$ cat src/rtl/fetch_unit_pkg.sv
// Shared fetch/decode definitions: FSM state encoding, HLT opcode fields, field bit positions.
// Latency: none (types, constants and a pure function only).
// Backpressure: not applicable.
package fetch_unit_pkg;

  // Fetch sequencer states; the 2-bit encoding is also visible to the decode/control unit.
  typedef enum logic [1:0] {
    ST_HALT    = 2'b00,
    ST_REQ     = 2'b01,
    ST_ISSUE   = 2'b10,
    ST_RESOLVE = 2'b11
  } fetch_state_t;

  // Instruction field positions inside a 16-bit word.
  localparam int OPCLASS_HI = 15;
  localparam int OPCLASS_LO = 14;
  localparam int OP_HI      = 7;
  localparam int OP_LO      = 4;

  // HLT is an ALU-class word with the all-ones operation code.
  localparam logic [1:0] OPCLASS_ALU = 2'b11;
  localparam logic [3:0] OP_HLT      = 4'b1111;

  // True when the word is the HLT instruction.
  function automatic logic is_hlt(input logic [15:0] word);
    return (word[OPCLASS_HI:OPCLASS_LO] == OPCLASS_ALU) &&
           (word[OP_HI:OP_LO] == OP_HLT);
  endfunction

endpackage

$ cat src/rtl/fetch_pc.sv
// Program counter register: branch load or sequential increment, wraps modulo 2^ADDR_W.
// Latency: new value visible the cycle after load_en/inc_en.
// Backpressure: none; the owner decides when to advance or redirect.
module fetch_pc #(
  parameter int                ADDR_W   = 16,
  parameter logic [ADDR_W-1:0] RESET_PC = '0
) (
  input  logic              CLOCK,
  input  logic              RESET,
  input  logic              inc_en,
  input  logic              load_en,
  input  logic [ADDR_W-1:0] load_val,
  output logic [ADDR_W-1:0] pc
);

  // Redirect wins over increment; the adder wraps naturally at the top of the address space.
  always_ff @(posedge CLOCK or posedge RESET) begin
    if (RESET) begin
      pc <= RESET_PC;
    end else if (load_en) begin
      pc <= load_val;
    end else if (inc_en) begin
      pc <= pc + ADDR_W'(1);
    end
  end

endmodule

$ cat src/rtl/fetch_unit.sv
// Instruction fetch/issue: reads words at pc over req/ack, offers them on COMMAND, applies redirects.
// Latency: COMMAND valid 1 cycle after mem_ack; 3 cycles per instruction minimum (REQ, ISSUE, RESOLVE).
// Backpressure: COMMAND held while cmd_ready is low, no new fetch meanwhile. Optional STEP port: FETCH_SINGLE_STEP_EN.
module fetch_unit
  import fetch_unit_pkg::*;
#(
  parameter int                ADDR_W   = 16,
  parameter int                DATA_W   = 16,
  parameter logic [ADDR_W-1:0] RESET_PC = '0
) (
  input  logic              CLOCK,
  input  logic              RESET,
  input  logic              EXEC,
`ifdef FETCH_SINGLE_STEP_EN
  input  logic              STEP,
`endif
  output logic [ADDR_W-1:0] mem_addr,
  output logic              mem_req,
  input  logic              mem_ack,
  input  logic [DATA_W-1:0] mem_rdata,
  output logic [DATA_W-1:0] COMMAND,
  output logic              cmd_valid,
  input  logic              cmd_ready,
  input  logic              PC_load,
  input  logic [ADDR_W-1:0] branch_target,
  output logic [ADDR_W-1:0] pc,
  output logic              halted
);

  fetch_state_t state;
  logic         stop_pending;
  logic         step_start;
  logic         pc_inc;
  logic         pc_redirect;
  logic         resolve_halt;

  // A single-step start only happens when EXEC is not also asking to run freely.
`ifdef FETCH_SINGLE_STEP_EN
  assign step_start = STEP & ~EXEC;
`else
  assign step_start = 1'b0;
`endif

  // The PC only moves on a completed fetch, and only takes a branch in the resolve slot.
  assign pc_inc      = (state == ST_REQ) && mem_ack;
  assign pc_redirect = (state == ST_RESOLVE) && PC_load;

  // The address bus simply tracks pc; it only changes on ack or redirect, so it is stable under mem_req.
  assign mem_addr = pc;

  // Decision taken at the end of RESOLVE: stop on HLT or on an earlier stop/step request.
  assign resolve_halt = is_hlt(COMMAND[15:0]) || stop_pending;

  fetch_pc #(
    .ADDR_W   (ADDR_W),
    .RESET_PC (RESET_PC)
  ) u_fetch_pc (
    .CLOCK    (CLOCK),
    .RESET    (RESET),
    .inc_en   (pc_inc),
    .load_en  (pc_redirect),
    .load_val (branch_target),
    .pc       (pc)
  );

  // Fetch sequencer with registered handshake outputs; a stop request lets the in-flight word finish.
  always_ff @(posedge CLOCK or posedge RESET) begin
    if (RESET) begin
      state        <= ST_HALT;
      mem_req      <= 1'b0;
      COMMAND      <= '0;
      cmd_valid    <= 1'b0;
      halted       <= 1'b1;
      stop_pending <= 1'b0;
    end else begin
      case (state)
        ST_HALT: begin
          if (EXEC) begin
            state   <= ST_REQ;
            mem_req <= 1'b1;
            halted  <= 1'b0;
          end else if (step_start) begin
            // Single step reuses the stop mechanism: run one word, then come back here.
            state        <= ST_REQ;
            mem_req      <= 1'b1;
            halted       <= 1'b0;
            stop_pending <= 1'b1;
          end
        end

        ST_REQ: begin
          if (EXEC) begin
            stop_pending <= 1'b1;
          end
          if (mem_ack) begin
            COMMAND   <= mem_rdata;
            cmd_valid <= 1'b1;
            mem_req   <= 1'b0;
            state     <= ST_ISSUE;
          end
        end

        ST_ISSUE: begin
          if (EXEC) begin
            stop_pending <= 1'b1;
          end
          if (cmd_ready) begin
            cmd_valid <= 1'b0;
            state     <= ST_RESOLVE;
          end
        end

        ST_RESOLVE: begin
          if (resolve_halt) begin
            state        <= ST_HALT;
            halted       <= 1'b1;
            stop_pending <= 1'b0;
          end else begin
            state   <= ST_REQ;
            mem_req <= 1'b1;
            // A stop requested here applies to the next instruction.
            if (EXEC) begin
              stop_pending <= 1'b1;
            end
          end
        end

        default: begin
          state <= ST_HALT;
        end
      endcase
    end
  end

endmodule

$ cat config.mk
export PLATFORM = sky130hd
export DESIGN_NAME = fetch_unit
export DESIGN_NICKNAME = d
export VERILOG_FILES = /design/src/rtl/fetch_unit_pkg.sv /design/src/rtl/fetch_pc.sv /design/src/rtl/fetch_unit.sv
export SDC_FILE = /design/constraint.sdc
export NUM_CORES = 1
export LEC_CHECK = 0
export BUFFER_PORTS_ARGS = -buffer_cell sky130_fd_sc_hd__buf_2
export CAP_MARGIN = 20
export CORE_AREA = 2 2 67 69
export CTS_BUF_LIST = sky130_fd_sc_hd__clkbuf_16
export DETAILED_ROUTE_END_ITERATION = 10
export DIE_AREA = 0 0 69 71
export GPL_ROUTABILITY_DRIVEN = 0
export PLACE_DENSITY_LB_ADDON = 0.15
export SLEW_MARGIN = 20
export SYNTH_ARGS = -nofsm -noshare
export SYNTH_HDL_FRONTEND = slang
export SYNTH_SLANG_ARGS = --single-unit
$ cat constraint.sdc
create_clock -name CLOCK -period 5.4 [get_ports CLOCK]
set_clock_uncertainty 0.05 [all_clocks]
set_input_delay 0.27 -clock CLOCK [delete_from_list [all_inputs] [get_ports CLOCK]]
set_output_delay 0.27 -clock CLOCK [all_outputs]
set_load 0.02 [all_outputs]
Word level (Yosys, flattened, before mapping)
Cells that the tools add are included.
{ "word_totals": {"elab_cells": 53, "out_inout_bits": 51, "in_bits": 38, "regBits": 38} }
{ "classes": {"eq_ne": 10, "addsub": 1, "reduce_logical": 15, "mux": 20} }
{ "ops": {"columns": ["operator", "n"], "rows": [
  ["$mux W16", 2],
  ["$add A16 B1 Y16 const B", 1],
  ["$mux W1", 10],
  ["$ne A2 B2 Y1 const B", 5],
  ["$reduce_and A3 Y1", 3],
  ["$pmux W2 S4", 1],
  ["$eq A2 B2 Y1 const B", 3],
  ["$mux W2", 3],
  ["$pmux W1 S2", 3],
  ["$reduce_bool A2 Y1", 3],
  ["$eq A4 B4 Y1 const B", 1],
  ["$reduce_and A4 Y1", 1],
  ["$logic_and A1 B1 Y1", 3],
  ["$pmux W1 S3", 1],
  ["$reduce_bool A3 Y1", 1],
  ["$eq A2 B1 Y1 const B", 1],
  ["$logic_not A2 Y1", 1],
  ["$reduce_and A2 Y1", 1],
  ["$reduce_or A2 Y1", 1],
  ["$logic_or A1 B1 Y1", 1]
]} }

Depth between registers and ports, before layout
{ "depth": {"word_depth": 5, "depth_mapped": 7} }

Hierarchy
From an unflattened synthesis, not the netlist that was laid out.
{ "unflattened": {"cells_unflattened": 197, "area_unflattened_um2": 2026.9} }
{ "modules_own_cells": {"columns": ["mod", "cells_each", "area_per_inst_um2", "seq_area_each_um2", "instances"], "rows": [
  ["fetch_unit", 96, 1109.8, 551.8, 1],
  ["fetch_pc", 101, 917.1, 400.4, 1]
]} }

Least setup slack after synthesis
OpenSTA, ideal clock, no wires.
{ "synth_timing": {"kind": "register -> register", "start": "register state[1]", "end": "register state[1]", "slack_ps": 3677, "setup_time_ps": 125, "t_required_ps": 5225, "path_stages_with_launch": 6, "arrival_ps": 1548, "path_buffers": 0, "path_cell_list": "dfrtp_1 inv_1 ha_1 or2b_2 o221ai_1 mux2_2"} }
{ "synth_via": {"elab_chain_cells": 3} }
{ "synth_lines": {"columns": ["element", "line_no", "source"], "rows": [
  ["start: declaration", "fetch_unit.sv:30", "fetch_state_t state;"],
  ["start signal: assignment", "fetch_unit.sv:69", "state <= ST_HALT;"],
  ["start signal: assignment", "fetch_unit.sv:79", "state <= ST_REQ;"],
  ["start signal: assignment", "fetch_unit.sv:84", "state <= ST_REQ;"],
  ["$eq A2 B2 Y1 (tied with other cells)", "fetch_unit.sv:76", "case (state)"],
  ["$ne A2 B2 Y1 (no source line)", null, null],
  ["$reduce_and A3 Y1 (no source line)", null, null]
]} }
Parallel ways exist; a longest one is shown, timed or not.
A chain may end at the register's enable or synchronous reset.

Worst setup path in the final report
{ "layout_timing": {"start": "register state[1]", "end": "register u_fetch_pc.pc[5]"} }
{ "layout_via": {"elab_chain_cells": 3} }
{ "layout_lines": {"columns": ["element", "line_no", "source"], "rows": [
  ["$eq A2 B2 Y1 / $eq A2 B1 Y1 (equally long branches)", "fetch_unit.sv:46, fetch_unit.sv:45", null],
  ["$logic_and A1 B1 Y1, on equally long branches", "fetch_unit.sv:46, fetch_unit.sv:45", null],
  ["$mux W16 / $reduce_bool A2 Y1 (equally long branches)", null, null],
  ["end signal: assignment", "fetch_pc.sv:21", "pc <= load_val;"],
  ["end signal: assignment", "fetch_pc.sv:23", "pc <= pc + ADDR_W'(1);"],
  ["end: declaration", "fetch_pc.sv:13", "output logic [ADDR_W-1:0] pc"]
]} }
Parallel ways exist; a longest one is shown, timed or not.

==> results.sh <==
export IMPL_status="completed"
export IMPL_fin_util=0.618
export IMPL_grt_overflow=0
export IMPL_reg2reg_from="state[1]"
export IMPL_slew_headroom=0.380
export IMPL_core_rowCount=24
export IMPL_post_cts_resized=0
export IMPL_startpoint="state[1]"
export IMPL_postCtsSetupBuffers=0
export IMPL_ys_seq_elements=38
export IMPL_fp_dieH_um=71
export IMPL_viasPerCell=4.95
export IMPL_async_flop_share=1.00
export IMPL_setup_viol=0
export IMPL_cts_inserted_buffers=5
export IMPL_maxSlewViolCount=0
export IMPL_worst_path_buf_inv=1
export IMPL_crit_slowest_cell="nand2_1"
export IMPL_fin_nets=312
export IMPL_ant_nets=0
export IMPL_rsz0062_at_grt="false"
export IMPL_synth_cell_types=37
export IMPL_ir_drop_mv=0.327
export IMPL_end_kind="flip-flop"
export IMPL_grt_use_total=0.182
export IMPL_post_drt_wl_per_cell_um=13.0
export IMPL_worst_pin_slew_ns=0.927
export IMPL_fmax_mhz=459
export IMPL_area_growth_pct=27.8
export IMPL_dr_pass1_iters=4
export IMPL_dieArea_mm2=0.00490
export IMPL_synth_simple_area_share=0.162
export IMPL_synthFlopType="dfrtp_1"
export IMPL_report_power_total_mw=1.79
export IMPL_critical_path_top_delay_family="simple AND/OR/NAND/NOR gates"
export IMPL_ctsHoldBuffers=0
export IMPL_cp_start_kind="flip-flop"
export IMPL_p_leak_nw=1.22
export IMPL_grt_pass1_wl_mm=7.18
export IMPL_cts_tree="yes"
export IMPL_h_tree_depth=2
export IMPL_hp_class="in -> async"
export IMPL_cts_sinks=38
export IMPL_grt_max_degree=39
export IMPL_core_area_mm2=0.00420
export IMPL_critPathMaxStageDelay_ns=0.55
export IMPL_critPathKind="reg -> reg"
export IMPL_yosysWarnings=0
export IMPL_drive_gt1_frac=0.465
export IMPL_whs_ns=0.0423
export IMPL_antenna_found_initial=0
export IMPL_port_buffer_count=88
export IMPL_maxCapViolations=0
export IMPL_hold_viol_final=0
export IMPL_tns_ns=0
export IMPL_cts_root_buffer="clkbuf_16"
export IMPL_yosys_area_share_adder=0.0369
export IMPL_initial_core_util=0.484
export IMPL_arrival_ns=2.25
export IMPL_diodes=0
export IMPL_powerDensity_mw_per_mm2=690
export IMPL_post_route_drc_count=0
export IMPL_clockBufferDepth=2
export IMPL_crit_fanout=20
export IMPL_fin_crit_ns=2.18
export IMPL_path_cells="inv_1 > ha_1 > nand2_1 > nor3_2 > xnor2_1 > a21oi_1"
export IMPL_grt_pass1_vias=1608
export IMPL_syn_inst=193
export IMPL_synth_avg_cell_area_um2=10.5
export IMPL_ys_seq_area_frac=0.468
export IMPL_synth_top_family_by_area="simple AND/OR/NAND/NOR gates"
export IMPL_synth_compound_area_share=0.0862
export IMPL_pin_count=89
export IMPL_worstSkewPairLatency_ns=0.28
export IMPL_routed_wl_mm=4.18
export IMPL_crit_required_ns=5.47
export IMPL_dp_hpwl_mm=3.08
export IMPL_period_share=0.404
export IMPL_cts_clk_slew_worst_paths_ns=0.06
export IMPL_drt_iter0_markers=82
export IMPL_placed_area_mm2=0.00240
export IMPL_final_area_mm2=0.00260
export IMPL_syn_nets=237
export IMPL_via_count=1588
export IMPL_synth_xor_area_frac=0.0560
export IMPL_synthMuxAreaShare=0.104
export IMPL_netlist_area_mm2=0.00203
export IMPL_synth_edf_count=0
export IMPL_die_w_um=69
-- worst paths after layout --
check | end | slack (ns) | depth (start not counted)
min | COMMAND[9] | 0.04 | 3
max | u_fetch_pc.pc[5] | 3.22 | 6
max reg2reg | u_fetch_pc.pc[5] | 3.22 | 6
min reg2reg | COMMAND[12] | 0.45 | 1
max in group asynchronous | halted | 4.88 | 3
min in group CLOCK | u_fetch_pc.pc[13] | 0.17 | 3
-- cells in the mapped netlist (all sizes together) (3+ instances only) --
library cell	n	area share
o21ai	4	0.0098
nor3	4	0.018
nor2	23	0.042
nor4	5	0.028
nand4	4	0.020
buf	18	0.064
mux2	17	0.094
clkbuf	3	0.0055
xnor2	11	0.047
ha	6	0.037
a21oi	17	0.042
inv	9	0.017
nand2	9	0.017
nand3	6	0.017
dfrtp	37	0.46
-- routing by layer --
layer  GRT usage  vias up  wire, um  share of wire
met3      0.0584        4       313          0.075
li1            -      796         -              -
met5           0        -         0              0
met2       0.325       59      2130           0.51
met4      0.0523        0        32         0.0077
met1       0.209      729      1700           0.41
-- state kept, by name, summed over array words and instances, names as in the netlist --
register	flops
COMMAND	16
cmd_valid	1
halted	1
mem_req	1
state	2
stop_pending	1
u_fetch_pc.pc	16
-- final cells by class --
type / count / area (um2)
clock buffer: 5 / 125
clock inverter: 3 / 68.8
fill: 369 / 1610
inverter: 9 / 33.8
multi-input combinational: 125 / 906
sequential: 38 / 952
tap: 52 / 65.1
timing repair buffer: 89 / 448
-- through the flow --
stage / setup slack (ns) / std cells
6_report: 3.22 / 321
5_1_grt: 2.98 / 321
4_1_cts: 3.19 / 321
3_5_place_dp: 3.19 / 313
3_3_place_gp: 3.25 / 313
2_1_floorplan: 3.68 / 193
-- placed cells by master, fill, tap and decap left out, types with 2 or more instances in the layout --
| master | synthesis | layout |
|---|---|---|
| a21oi_1 | 17 | 17 |
| a31oi_1 | 2 | 2 |
| and2_1 | 2 | 2 |
| buf_2 | 2 | 88 |
| bufinv_16 | 0 | 2 |
| clkbuf_16 | 0 | 5 |
| dfrtp_1 | 37 | 37 |
| ha_1 | 6 | 6 |
| inv_1 | 9 | 9 |
| mux2_2 | 17 | 17 |
| mux2i_1 | 2 | 2 |
| nand2_1 | 9 | 9 |
| nand3_1 | 5 | 5 |
| nand4_1 | 3 | 3 |
| nor2_1 | 23 | 23 |
| nor3_1 | 2 | 2 |
| nor4_2 | 4 | 4 |
| o21ai_0 | 4 | 4 |
| xnor2_1 | 11 | 11 |
| xor2_1 | 2 | 2 |
-- power by group --
group	leakage (nW)	switching, mW	internal (mW)
Combinational	0.691	0.512	0.334
Clock	0.0940	0.115	0.265
Sequential	0.430	0.137	0.429
Total	1.22	0.764	1.03
-- tightest hold or removal path, delay by kind of cell --
| family | cells | cell delay [ns] |
|---|---|---|
| buffers and inverters | 3 | 0.54 |
-- cell families after synthesis --
family / count (synthesis)
simple gates: 57
flops: 38
compound gates: 30
buf+inv: 30
mux: 19
xor+xnor: 13
fa+ha+maj: 6
Note: power is estimated with default switching activity, not from simulation.
